## src/rtl/relogio_pkg.sv

```systemverilog
// Shared types and limits for the clock controller and its time counters.
package relogio_pkg;

    typedef enum logic [1:0] {
        MODE_RUN      = 2'b00,
        MODE_SET_HOUR = 2'b01,
        MODE_SET_MIN  = 2'b10
    } mode_t;

    localparam int SEC_MAX  = 59;
    localparam int MIN_MAX  = 59;
    localparam int HOUR_MAX = 23;

endpackage

```

## src/rtl/relogio_ctrl_btn_edge.sv

```systemverilog
// Rising-edge detector for a debounced button level; one pulse per press.
module btn_edge (
    input  logic clk,
    input  logic rst,
    input  logic level,
    output logic rise
);

    logic prev_reg;

    always_ff @(posedge clk or posedge rst) begin
        if (rst) begin
            prev_reg <= 1'b0;
        end else begin
            prev_reg <= level;
        end
    end

    assign rise = level & ~prev_reg;

endmodule

```

## src/rtl/relogio_ctrl.sv

```systemverilog
// Clock sequencing controller: 1 Hz prescaler, seconds counter, minute/hour
// increment pulses and the RUN -> SET_HOUR -> SET_MIN time-setting FSM.
module relogio_ctrl
    import relogio_pkg::*;
#(
    parameter int CLK_HZ    = 100_000_000,
    parameter int BLINK_DIV = 4
) (
    input  logic       clk_i,
    input  logic       rst_i,
    input  logic       mode_i,
    input  logic       inc_i,
    input  logic       min_max_i,
    output logic [5:0] sec_o,
    output logic       min_inc_o,
    output logic       hour_inc_o,
    output logic [1:0] mode_o,
    output logic       blink_o
);

    localparam int PW           = (CLK_HZ > 1) ? $clog2(CLK_HZ) : 1;
    localparam int BLINK_PERIOD = CLK_HZ / BLINK_DIV;
    localparam int BW           = (BLINK_PERIOD > 1) ? $clog2(BLINK_PERIOD) : 1;
    localparam logic [PW-1:0] PRESC_LAST = PW'(CLK_HZ - 1);
    localparam logic [BW-1:0] BLINK_LAST = BW'(BLINK_PERIOD - 1);
    localparam logic [5:0]    SEC_LAST   = 6'(SEC_MAX);

    logic [1:0] btn_level;
    logic [1:0] btn_rise;
    logic       mode_rise;
    logic       inc_rise;

    assign btn_level = {inc_i, mode_i};

    genvar gi;
    generate
        for (gi = 0; gi < 2; gi++) begin : g_btn
            btn_edge u_btn_edge (
                .clk   (clk_i),
                .rst   (rst_i),
                .level (btn_level[gi]),
                .rise  (btn_rise[gi])
            );
        end
    endgenerate

    assign mode_rise = btn_rise[0];
    assign inc_rise  = btn_rise[1];

    mode_t         mode_reg, mode_next;
    logic [PW-1:0] presc_reg, presc_next;
    logic [BW-1:0] blink_cnt_reg, blink_cnt_next;
    logic [5:0]    sec_reg, sec_next;
    logic          min_inc_reg, min_inc_next;
    logic          hour_inc_reg, hour_inc_next;
    logic          blink_reg, blink_next;
    logic          tick;
    logic          blink_tick;

    assign tick       = (presc_reg == PRESC_LAST);
    assign blink_tick = (blink_cnt_reg == BLINK_LAST);

    always_ff @(posedge clk_i or posedge rst_i) begin
        if (rst_i) begin
            mode_reg      <= MODE_RUN;
            presc_reg     <= '0;
            blink_cnt_reg <= '0;
            sec_reg       <= '0;
            min_inc_reg   <= 1'b0;
            hour_inc_reg  <= 1'b0;
            blink_reg     <= 1'b0;
        end else begin
            mode_reg      <= mode_next;
            presc_reg     <= presc_next;
            blink_cnt_reg <= blink_cnt_next;
            sec_reg       <= sec_next;
            min_inc_reg   <= min_inc_next;
            hour_inc_reg  <= hour_inc_next;
            blink_reg     <= blink_next;
        end
    end

    always_comb begin
        mode_next      = mode_reg;
        presc_next     = tick ? '0 : presc_reg + 1'b1;
        sec_next       = sec_reg;
        min_inc_next   = 1'b0;
        hour_inc_next  = 1'b0;
        blink_cnt_next = '0;
        blink_next     = 1'b0;

        // Blink phase runs on its own counter so SET_HOUR -> SET_MIN keeps the rhythm.
        if (mode_reg != MODE_RUN) begin
            blink_cnt_next = blink_tick ? '0 : blink_cnt_reg + 1'b1;
            blink_next     = blink_tick ? ~blink_reg : blink_reg;
        end

        case (mode_reg)
            MODE_RUN: begin
                if (mode_rise) begin
                    mode_next      = MODE_SET_HOUR;
                    sec_next       = '0;
                    presc_next     = '0;
                    blink_next     = 1'b1;
                    blink_cnt_next = '0;
                end else if (tick) begin
                    if (sec_reg == SEC_LAST) begin
                        sec_next      = '0;
                        min_inc_next  = 1'b1;
                        hour_inc_next = min_max_i;
                    end else begin
                        sec_next = sec_reg + 6'd1;
                    end
                end
            end
            MODE_SET_HOUR: begin
                if (mode_rise) begin
                    mode_next = MODE_SET_MIN;
                end else if (inc_rise) begin
                    hour_inc_next = 1'b1;
                end
            end
            MODE_SET_MIN: begin
                if (mode_rise) begin
                    // Restarting the prescaler puts the first tick CLK_HZ cycles after the edge.
                    mode_next  = MODE_RUN;
                    presc_next = '0;
                    blink_next = 1'b0;
                end else if (inc_rise) begin
                    min_inc_next = 1'b1;
                end
            end
            default: begin
                mode_next = MODE_RUN;
            end
        endcase
    end

    assign sec_o      = sec_reg;
    assign min_inc_o  = min_inc_reg;
    assign hour_inc_o = hour_inc_reg;
    assign mode_o     = mode_reg;
    assign blink_o    = blink_reg;

endmodule

```

## config.mk

```make
export PLATFORM = sky130hd
export DESIGN_NAME = relogio_ctrl
export DESIGN_NICKNAME = d
export VERILOG_FILES = /design/src/rtl/relogio_pkg.sv /design/src/rtl/relogio_ctrl_btn_edge.sv /design/src/rtl/relogio_ctrl.sv
export SDC_FILE = /design/constraint.sdc
export NUM_CORES = 1
export LEC_CHECK = 0
export CORE_MARGIN = 2
export CORE_UTILIZATION = 59
export CTS_BUF_LIST = sky130_fd_sc_hd__clkbuf_4 sky130_fd_sc_hd__clkbuf_8
export DETAILED_ROUTE_END_ITERATION = 6
export DONT_BUFFER_PORTS = 1
export PLACE_DENSITY = 0.75
export SLEW_MARGIN = 0
export SYNTH_ARGS = -nofsm -noshare
export SYNTH_HDL_FRONTEND = slang
export SYNTH_SLANG_ARGS = --single-unit
```

## constraint.sdc

```tcl
create_clock -name clk_i -period 2.86 [get_ports clk_i]
set_input_delay 0.572 -clock clk_i [delete_from_list [all_inputs] [get_ports clk_i]]
set_output_delay 0.572 -clock clk_i [all_outputs]
set_load 0.005 [all_outputs]
```

## Word level (Yosys, flattened, before mapping)

Cells that the tools add are included.

- Shift-type cells: 0
- Order comparisons: 0
- Bitwise logic cells: 5
- $add $sub $neg: 3
- Mux-type cells: 29
- Div/mod/pow operators: 0
- Reductions and logical operators: 6
- Equality and inequality tests: 8
- Multipliers: 0

Operator list:

| cell | count |
|---|---|
| 25-bit two-way mux | 4 |
| 27-bit two-way mux | 3 |
| 27-bit by 1-bit adder with 27-bit output, second input constant | 1 |
| 27-bit equality test, second input constant | 1 |
| 25-bit by 1-bit adder with 25-bit output, second input constant | 1 |
| 25-bit equality test, second input constant | 1 |
| 6-bit two-way mux | 3 |
| 1-bit two-way mux | 12 |
| 6-bit by 1-bit adder with 6-bit output, second input constant | 1 |
| 6-bit equality test, second input constant | 1 |
| 2-bit two-way mux | 3 |
| 2-bit by 1-bit inequality test with 1-bit output, second input constant | 3 |
| 1-bit case mux with 2 select lines | 3 |
| 2-bit case mux with 3 select lines | 1 |
| 2-bit nonzero test | 2 |
| 1-bit inverter | 3 |
| 3-bit AND reduction | 1 |
| 1-bit bitwise AND | 2 |
| 2-bit by 1-bit equality test with 1-bit output, second input constant | 1 |
| 2-bit equality test, second input constant | 1 |
| 2-bit zero test | 1 |
| 2-bit AND reduction | 1 |
| 2-bit OR reduction | 1 |

- Logic and storage cells: 60
- Bits in latches: 0
- Bits in registers: 65
- Memories kept: 0
- Memory bits (read-only): 0
- Bits of input ports: 5
- RAM bits: 0
- Output and inout bits: 11

## Depth between registers and ports, before layout

Gate-level depths: netlist of run 1.

- Depth after elaboration: 5
- Gate-level depth with buffers: 8
- Gate-level depth less buffers: 6

## Hierarchy

A second synthesis of run 1 with hierarchy kept.

- Cells, all modules: 342
- Area, all modules: 3271.9 µm²

By module, submodules not included:

| module | sequential area each (µm²) | area each (µm²) | cells an instance | times used |
|---|---|---|---|---|
| relogio_ctrl | 1576.5 | 3186.8 | 336 | 1 |
| btn_edge | 25.0 | 42.5 | 3 | 2 |

## Worst setup path before layout of run 1

Ideal clock, no wire load.

- Kind: register to register
- From: reg presc_reg[0]
- To: reg presc_reg[19]
- Data arrival time: 1806 ps
- Cell stages (with the launch flop): 9
- Buffers on the path: 2
- Path slack: 936 ps
- Clock period less this slack: 1924 ps
- Cell sequence: dfrtp_1 > ha_1 > nand3_1 > or2_4 > or3_4 > buf_6 > o21ai_4 > buf_4 > nor2_1

- Cells in the longest elaborated chain, start to end: 4
- Elaborated cells between the ends (all ways): 5
- Those cells by class: add/sub: 1; eq/ne: 1; mux: 3

RTL lines:

| item | line | source |
|---|---|---|
| from (decl) | relogio_ctrl.sv:51 | `logic [PW-1:0] presc_reg, presc_next;` |
| from (signal assigned) | relogio_ctrl.sv:74 | `presc_reg <= presc_next;` |
| 27-bit by 1-bit adder with 27-bit output / 27-bit equality test (equally long branches) | relogio_ctrl.sv:85, relogio_ctrl.sv:60 |  |
| 27-bit two-way mux * | relogio_ctrl.sv:85 | `presc_next = tick ? '0 : presc_reg + 1'b1;` |
| 27-bit two-way mux | relogio_ctrl.sv:100, relogio_ctrl.sv:124 |  |
| 27-bit two-way mux * | n/a |  |
| net presc_next[19] | relogio_ctrl.sv:51 |  |

Mark *: on every way through the listed nets, which the timed path passes. The rest lies on a longest branch.
A chain may end at the register's enable or synchronous reset.

## Final worst setup path of run 1

- From: reg blink_cnt_reg[0]
- To: reg blink_cnt_reg[12]

- Cells in the longest elaborated chain, start to end: 5
- Elaborated cells between the ends (all ways): 6
- Those cells by class: add/sub: 1; eq/ne: 1; mux: 4

RTL lines:

| item | line | source |
|---|---|---|
| from (decl) | relogio_ctrl.sv:52 | `logic [BW-1:0] blink_cnt_reg, blink_cnt_next;` |
| from (signal assigned) | relogio_ctrl.sv:75 | `blink_cnt_reg <= blink_cnt_next;` |
| 25-bit by 1-bit adder with 25-bit output / 25-bit equality test (equally long branches) | relogio_ctrl.sv:94, relogio_ctrl.sv:61 |  |
| 25-bit two-way mux * | relogio_ctrl.sv:94 | `blink_cnt_next = blink_tick ? '0 : blink_cnt_reg + 1'b1;` |
| 25-bit two-way mux * | relogio_ctrl.sv:93 | `if (mode_reg != MODE_RUN) begin` |
| 25-bit two-way mux | relogio_ctrl.sv:100 | `if (mode_rise) begin` |
| 25-bit two-way mux * | relogio_ctrl.sv:98 | `case (mode_reg)` |
| net blink_cnt_next[12] | relogio_ctrl.sv:52 |  |

Marks and branches as above.

==> impl_metrics.py, run 1 <==
metrics = {
    "pwr": {
        "p_sw_w": 0.0006767,
        "peakVddDrop_mv": 0.4749,
        "power_w": 0.002351,
        "leakagePower_nw": 1.542,
        "seqPwrFrac_pct": 46.3,
        "switching_share_pct": 28.79,
        "p_int_w": 0.001674,
        "p_per_area_nw_per_um2": 661.0,
        "clkPwrFrac_pct": 40.0,
        "pwr-share-comb_pct": 13.7,
    },
    "sta": {
        "setup_tns_ns": 0,
        "tightest_slew_ns": 0.8288,
        "fin_crit_ns": 2.185,
        "setup_viol": 0,
        "max_slew_margin_pct": 44.24,
        "rsz0062_at_grt": "no",
        "drv_slew": 0,
        "post-route-period-util_pct": 76.40,
        "hold_viol_final": 0,
        "fmax_mhz": 457.7,
        "fin_skew_ns": 0.01115,
    },
    "clock_network": {
        "clockBufferDepth": 2,
        "holdBufCountCts": 0,
        "numCtsBuffers": 9,
        "clkLatencyLatePin_ns": 0.34,
        "postCtsSetupBuffers": 0,
        "root_buffer": "clkbuf_8",
        "cts.clk_slew.worst_paths_ns": 0.08,
        "htree_levels": 3,
        "cts_tree": "built",
        "post_cts_resized": 0,
        "clock_sinks": 65,
    },
    "status": {
        "run_status": "completed",
    },
    "worst_setup_path": {
        "reg2reg_depth": 7,
        "reg2reg_from": "blink_cnt_reg[0]$_DFF_PP0_",
        "r2r_slack_ns": 0.67,
        "crit_type": "flop to flop",
        "arrival_ns": 2.41,
        "start_kind": "flop",
        "reg2reg_to": "blink_cnt_reg[12]$_DFF_PP0_",
        "critical_path.endpoint_type": "flop",
        "path_max_fanout": 15,
        "cp.required_ns": 3.08,
    },
    "yosys": {
        "syn-cell-area_um2": 3259,
        "yosys_warnings": 0,
        "yosys-top-cells-area": "dfrtp_1 (50%), nor2_1 (8.4%), xor2_1 (8.3%)",
        "synth.distinct_cells": 43,
        "syn_avg_cell_area_um2": 9.672,
        "synth_edf_count": 0,
        "synth-main-ff-cell": "dfrtp_1",
        "syn_inst": 337,
        "ys_seq_elements": 65,
        "synth_most_common_cell": "nor2_1",
        "ys_seq_area_share_pct": 49.90,
        "async_flop_share_pct": 100.0,
        "synth_nets": 345,
        "yosysTopAreaCell": "dfrtp_1",
        "yosysTopAreaCellShare_pct": 49.90,
        "post_synth_most_frequent_cells": "nor2_1 (73), dfrtp_1 (65), xor2_1 (31), nand2_1 (27), nand4_1 (23)",
    },
    "routing": {
        "dr.pass1.iters": 4,
        "route.detailed.drc": 0,
        "via_per_inst": 5.816,
        "detail-route-antenna-nets": 0,
        "drt-total-wl_mm": 6.044,
        "drt-initial-drc-count": 113,
        "wire_per_inst_um": 14.46,
        "vias": 2431,
    },
    "min_path": {
        "hold_class": "primary input to async pin",
    },
    "floorplan": {
        "dieArea_um2": 6135,
        "die_w_um": 78.33,
        "row_count": 27,
        "start_util_pct": 60.30,
        "ios": 16,
        "die_h_um": 78.33,
        "core_area_um2": 5405,
    },
    "finish": {
        "insertedDiodeCount": 0,
        "fill_cells": 430,
        "drive_above_1_share_pct": 8.960,
        "layout.nets": 349,
        "area_growth_pct": 9.098,
        "layoutNonFillerInstCount": 418,
        "largest_register_ffs": 27,
        "finish.utilization_pct": 65.79,
    },
    "global_routing": {
        "grt_pass1_vias": 2453,
        "grt_pass1_wl_mm": 10.58,
        "grt-ovfl-total": 0,
        "antenna_found_initial": 0,
        "grt_max_degree": 35,
        "grt_usage_pct": 21.79,
    },
    "placed_design": {
        "place.port_buffers": 0,
        "place_inst": 402,
        "place.gp.congestion": 0.7908,
        "post-dp-hpwl_mm": 4.107,
    },
    "job": {
        "maxCapViolations": 0,
    },
}
cell usage in the layout (no fill, tap or decap), types with 2 or more instances in the layout:
cell,count
clkinvlp_4,2
nor2b_1,3
nor4_1,7
a31oi_1,2
clkbuf_8,9
and3_1,6
a32oi_1,2
xor2_1,31
xnor2_1,19
nor3_2,2
and2_1,2
buf_4,4
ha_1,3
o211ai_1,2
nand3_1,22
dfrtp_1,65
nor4_2,3
bufinv_16,3
a21oi_1,2
nand2_1,27
nand4_1,23
nor3_1,2
and4_1,5
inv_1,6
nor2_1,73
worst max-delay path by stage:
stage,start,endpoint,slack [ns],depth (start not counted)
after global placement,blink_cnt_reg[0]$_DFF_PP0_,blink_cnt_reg[9]$_DFF_PP0_,0.75,7
after floorplan,rst_i,blink_cnt_reg[0]$_DFF_PP0_,0.66,1
final,blink_cnt_reg[0]$_DFF_PP0_,blink_cnt_reg[12]$_DFF_PP0_,0.67,7
after global routing,blink_cnt_reg[0]$_DFF_PP0_,blink_cnt_reg[14]$_DFF_PP0_,0.50,7
after detailed placement,blink_cnt_reg[0]$_DFF_PP0_,blink_cnt_reg[22]$_DFF_PP0_,0.68,7
after CTS,blink_cnt_reg[0]$_DFF_PP0_,blink_cnt_reg[12]$_DFF_PP0_,0.65,7
routing by layer:
metal	vias to the layer above	track usage, %	wire, um
met3	18	4.138	216
met2	52	35.09	2897
met1	1185	27.71	2770
li1	1176	-	-
met5	-	0	0
met4	0	12.28	159
critical path, stage by stage (launching register included):
cell	delay, ns
dfrtp_1	0.39
ha_1	0.24
and4_1	0.28
nand2_1	0.12
nor4_2	0.35
or2_1	0.34
buf_4	0.27
nor2_1	0.08
per-stage QoR:
step           setup WS [ns]  cell area [um^2]  hold WS, ns
5_1_grt               0.5005              3556       0.2342
3_5_place_dp          0.6792              3313       0.4861
6_report              0.6749              3556       0.1938
3_3_place_gp          0.7457              3313       0.4709
2_1_floorplan         0.6615              3259       0.4514
4_1_cts               0.6520              3556       0.2166
power groups by stage:
stage,combinational (W),clock [W],sequential [W]
6_report,0.000321,0.000941,0.00109
5_1_grt,0.000372,0.000988,0.00110
4_1_cts,0.000327,0.000957,0.00109
3_5_place_dp,0.000321,0,0.00111
3_3_place_gp,0.000315,0,0.00110
2_1_floorplan,0.000313,0,0.00106
logic make-up after synthesis:
group | share of synthesized area [%]
AO/OA/AOI/OAI | 3.801
XOR/XNOR | 13.44
adder cells (fa/ha/maj) | 1.152
buffers and inverters | 2.841
flip-flops | 49.90
AND/OR/NAND/NOR | 28.87
layout make-up:
type	count	area [um^2]	area share [%]
Multi-Input combinational cell	254	1540	43.31
Timing Repair Buffer	4	30.03	0.8445
Sequential cell	65	1627	45.74
Clock inverter	7	118.9	3.343
Inverter	7	26.28	0.7389
Clock buffer	9	123.9	3.483
Tap cell	72	90.09	2.533
(Power assumes the default switching activity.)
==> run 2, diff against run 1 <==
--- a/config.mk
+++ b/config.mk
@@ -10,7 +10,7 @@
 export CTS_BUF_LIST = sky130_fd_sc_hd__clkbuf_4 sky130_fd_sc_hd__clkbuf_8
 export DETAILED_ROUTE_END_ITERATION = 6
 export DONT_BUFFER_PORTS = 1
-export PLACE_DENSITY = 0.75
+export PLACE_DENSITY = 0.78
 export SLEW_MARGIN = 0
 export SYNTH_ARGS = -nofsm -noshare
 export SYNTH_HDL_FRONTEND = slang
==> constraint.sdc (replaced) <==
create_clock -name clk_i -period 1.8 [get_ports clk_i]
set_input_delay 0.36 -clock clk_i [delete_from_list [all_inputs] [get_ports clk_i]]
set_output_delay 0.36 -clock clk_i [all_outputs]
set_load 0.005 [all_outputs]
==> impl_metrics.py, run 2 (synthesis gave the netlist of run 1 again) <==
metrics = {
    "status": {
        "run_status": "finished, violations left",
        "violations": "negative setup slack",
    },
    "worst_setup_path": {
        "critPathTopFamily": "simple AND/OR/NAND/NOR gates",
        "reg2reg_depth": 7,
        "arrival_ns": 2.02,
        "critical_path.endpoint_type": "flop",
        "slowest_stage": "dfrtp_1",
        "worstPathCellList": "ha_4 -> nand3_4 -> buf_4 -> nor2_1 -> nand4_1 -> xor2_1 -> nor2_4",
        "start_kind": "flop",
        "startpoint": "presc_reg[0]$_DFF_PP0_",
        "path_max_fanout": 5,
        "crit_type": "flop to flop",
        "reg2reg_to": "presc_reg[26]$_DFF_PP0_",
        "reg2reg_from": "presc_reg[0]$_DFF_PP0_",
        "max_stage_delay_ns": 0.40,
        "worst-path-buf-inv": 1,
        "r2r_slack_ns": -0.002,
        "cp.required_ns": 2.02,
    },
    "sta": {
        "drv_slew": 0,
        "tightest_slew_ns": 0.4491,
        "hold_viol_final": 0,
        "max_slew_margin_pct": 70.06,
        "setup_viol": 1,
        "fmax_mhz": 554.9,
        "setup_slack_ns": -0.001972,
        "post-route-period-util_pct": 100.1,
        "rsz0062_at_grt": "yes",
        "fin_skew_ns": 0.01101,
        "fin_crit_ns": 1.802,
    },
    "global_routing": {
        "grt_pass1_wl_mm": 12.02,
        "grt_usage_pct": 25.14,
        "met2_usage_pct": 41.03,
        "grt_busiest_layer": "met2",
        "grt_util_met1_pct": 31.50,
        "grt-ovfl-total": 0,
        "grt_pass1_vias": 2670,
        "grt_util_met3_pct": 5.172,
        "grt_max_degree": 48,
        "antenna_found_initial": 0,
    },
    "finish": {
        "fill_cells": 345,
        "layout.nets": 398,
        "finish.utilization_pct": 75.58,
        "area_growth_pct": 25.34,
        "final_cell_mix": "dfrtp_1 (65), nor2_1 (64), buf_4 (45)",
        "insertedDiodeCount": 0,
        "final_cell_area_um2": 4085,
        "drive_above_1_share_pct": 24.56,
        "final_common_cell": "dfrtp_1",
        "largest_register_ffs": 27,
    },
    "placed_design": {
        "place.port_buffers": 0,
        "dpl_cell_area_um2": 3747,
        "place.gp.congestion": 0.8092,
        "post-dp-hpwl_mm": 4.802,
    },
    "pwr": {
        "power_w": 0.003875,
        "peakVddDrop_mv": 0.8847,
        "leakagePower_nw": 1.823,
        "p_per_area_nw_per_um2": 948.6,
    },
    "clock_network": {
        "clockBufferDepth": 2,
        "root_buffer": "clkbuf_8",
        "htree_levels": 3,
        "numCtsBuffers": 9,
        "clock_sinks": 65,
        "clkLatencyLatePin_ns": 0.34,
        "cts.clk_slew.worst_paths_ns": 0.07,
        "cts_tree": "built",
    },
    "floorplan": {
        "die_h_um": 78.33,
        "dieArea_um2": 6135,
        "core_area_um2": 5405,
        "die_w_um": 78.33,
        "start_util_pct": 60.30,
        "row_count": 27,
        "ios": 16,
    },
    "routing": {
        "via_per_inst": 5.713,
        "vias": 2668,
        "drt-initial-drc-count": 224,
        "dr.pass1.iters": 4,
        "wire_per_inst_um": 15.46,
        "route.detailed.drc": 0,
        "detail-route-antenna-nets": 0,
        "drt-total-wl_mm": 7.222,
    },
    "min_path": {
        "hp-start": "mode_i",
        "worstHoldEndpoint": "g_btn[0].u_btn_edge.prev_reg$_DFF_PP0_",
        "hold_path_depth": 0,
        "hold_class": "primary input to flop",
    },
    "job": {
        "maxCapViolations": 0,
    },
}
==> run 2: cell count changes in the layout (fill, tap and decap cells not counted), sizes merged <==
cell,delta
buf,+48
clkbuf,+5
bufinv,-2
clkinv,-1
dlygate4sd3,+1
inv,-1
clkinvlp,-1
==> run 2: how the worst max path moves through the flow <==
stage,end,slack (ns),depth (start not counted)
final,presc_reg[26]$_DFF_PP0_,-0.002,7
after CTS,sec_o[0]$_DFFE_PP0P_,0.009,8
after global routing,presc_reg[9]$_DFF_PP0_,-0.05,6
after floorplan,presc_reg[12]$_DFF_PP0_,-0.008,8
after detailed placement,sec_o[4]$_DFFE_PP0P_,0.008,7
after global placement,sec_o[4]$_DFFE_PP0P_,0.04,7
==> run 2: routing by layer <==
layer	vias up	wire length [um]
li1	1271	-
met1	1315	3212
met2	63	3523
met3	19	320
met4	0	166
met5	-	0
==> run 2: what timing repair did <==
action	4_1_cts	5_1_grt
setup endpoints to repair	2	57
pin swaps	1	7
hold buffers	1	0
hold endpoints to repair	18	0
resized for setup	1	21
setup buffers	0	3
==> run 2: report_power, final <==
| part | leakage [nW] | switching (W) | total (W) | internal, W |
|---|---|---|---|---|
| Clock | 0.114 | 0.000522 | 0.00130 | 0.000782 |
| Sequential | 0.891 | 0.000139 | 0.00171 | 0.00157 |
| Combinational | 0.818 | 0.000476 | 0.000858 | 0.000382 |
| Total | 1.82 | 0.00114 | 0.00388 | 0.00274 |
==> run 2: stage by stage <==
step                instances  setup TNS, ns  setup WS (ns)  hold slack (ns)
floorplan                 337       -0.08434      -0.008249           0.3914
global placement          447              0        0.03747           0.2586
detailed placement        447              0       0.007837           0.2627
CTS                       464              0       0.009283          0.02250
global route              467        -0.6784       -0.04613          0.02796
finish                    467      -0.001972      -0.001972          0.03781
==> run 2: final cells by class <==
| class | count | area, um^2 | share of cell area (%) |
|---|---|---|---|
| Multi-Input combinational cell | 254 | 1653 | 40.46 |
| Sequential cell | 65 | 1627 | 39.82 |
| Timing Repair Buffer | 53 | 470.5 | 11.52 |
| Clock buffer | 14 | 180.2 | 4.410 |
| Tap cell | 72 | 90.09 | 2.205 |
| Clock inverter | 2 | 35.03 | 0.8576 |
| Inverter | 7 | 30.03 | 0.7351 |
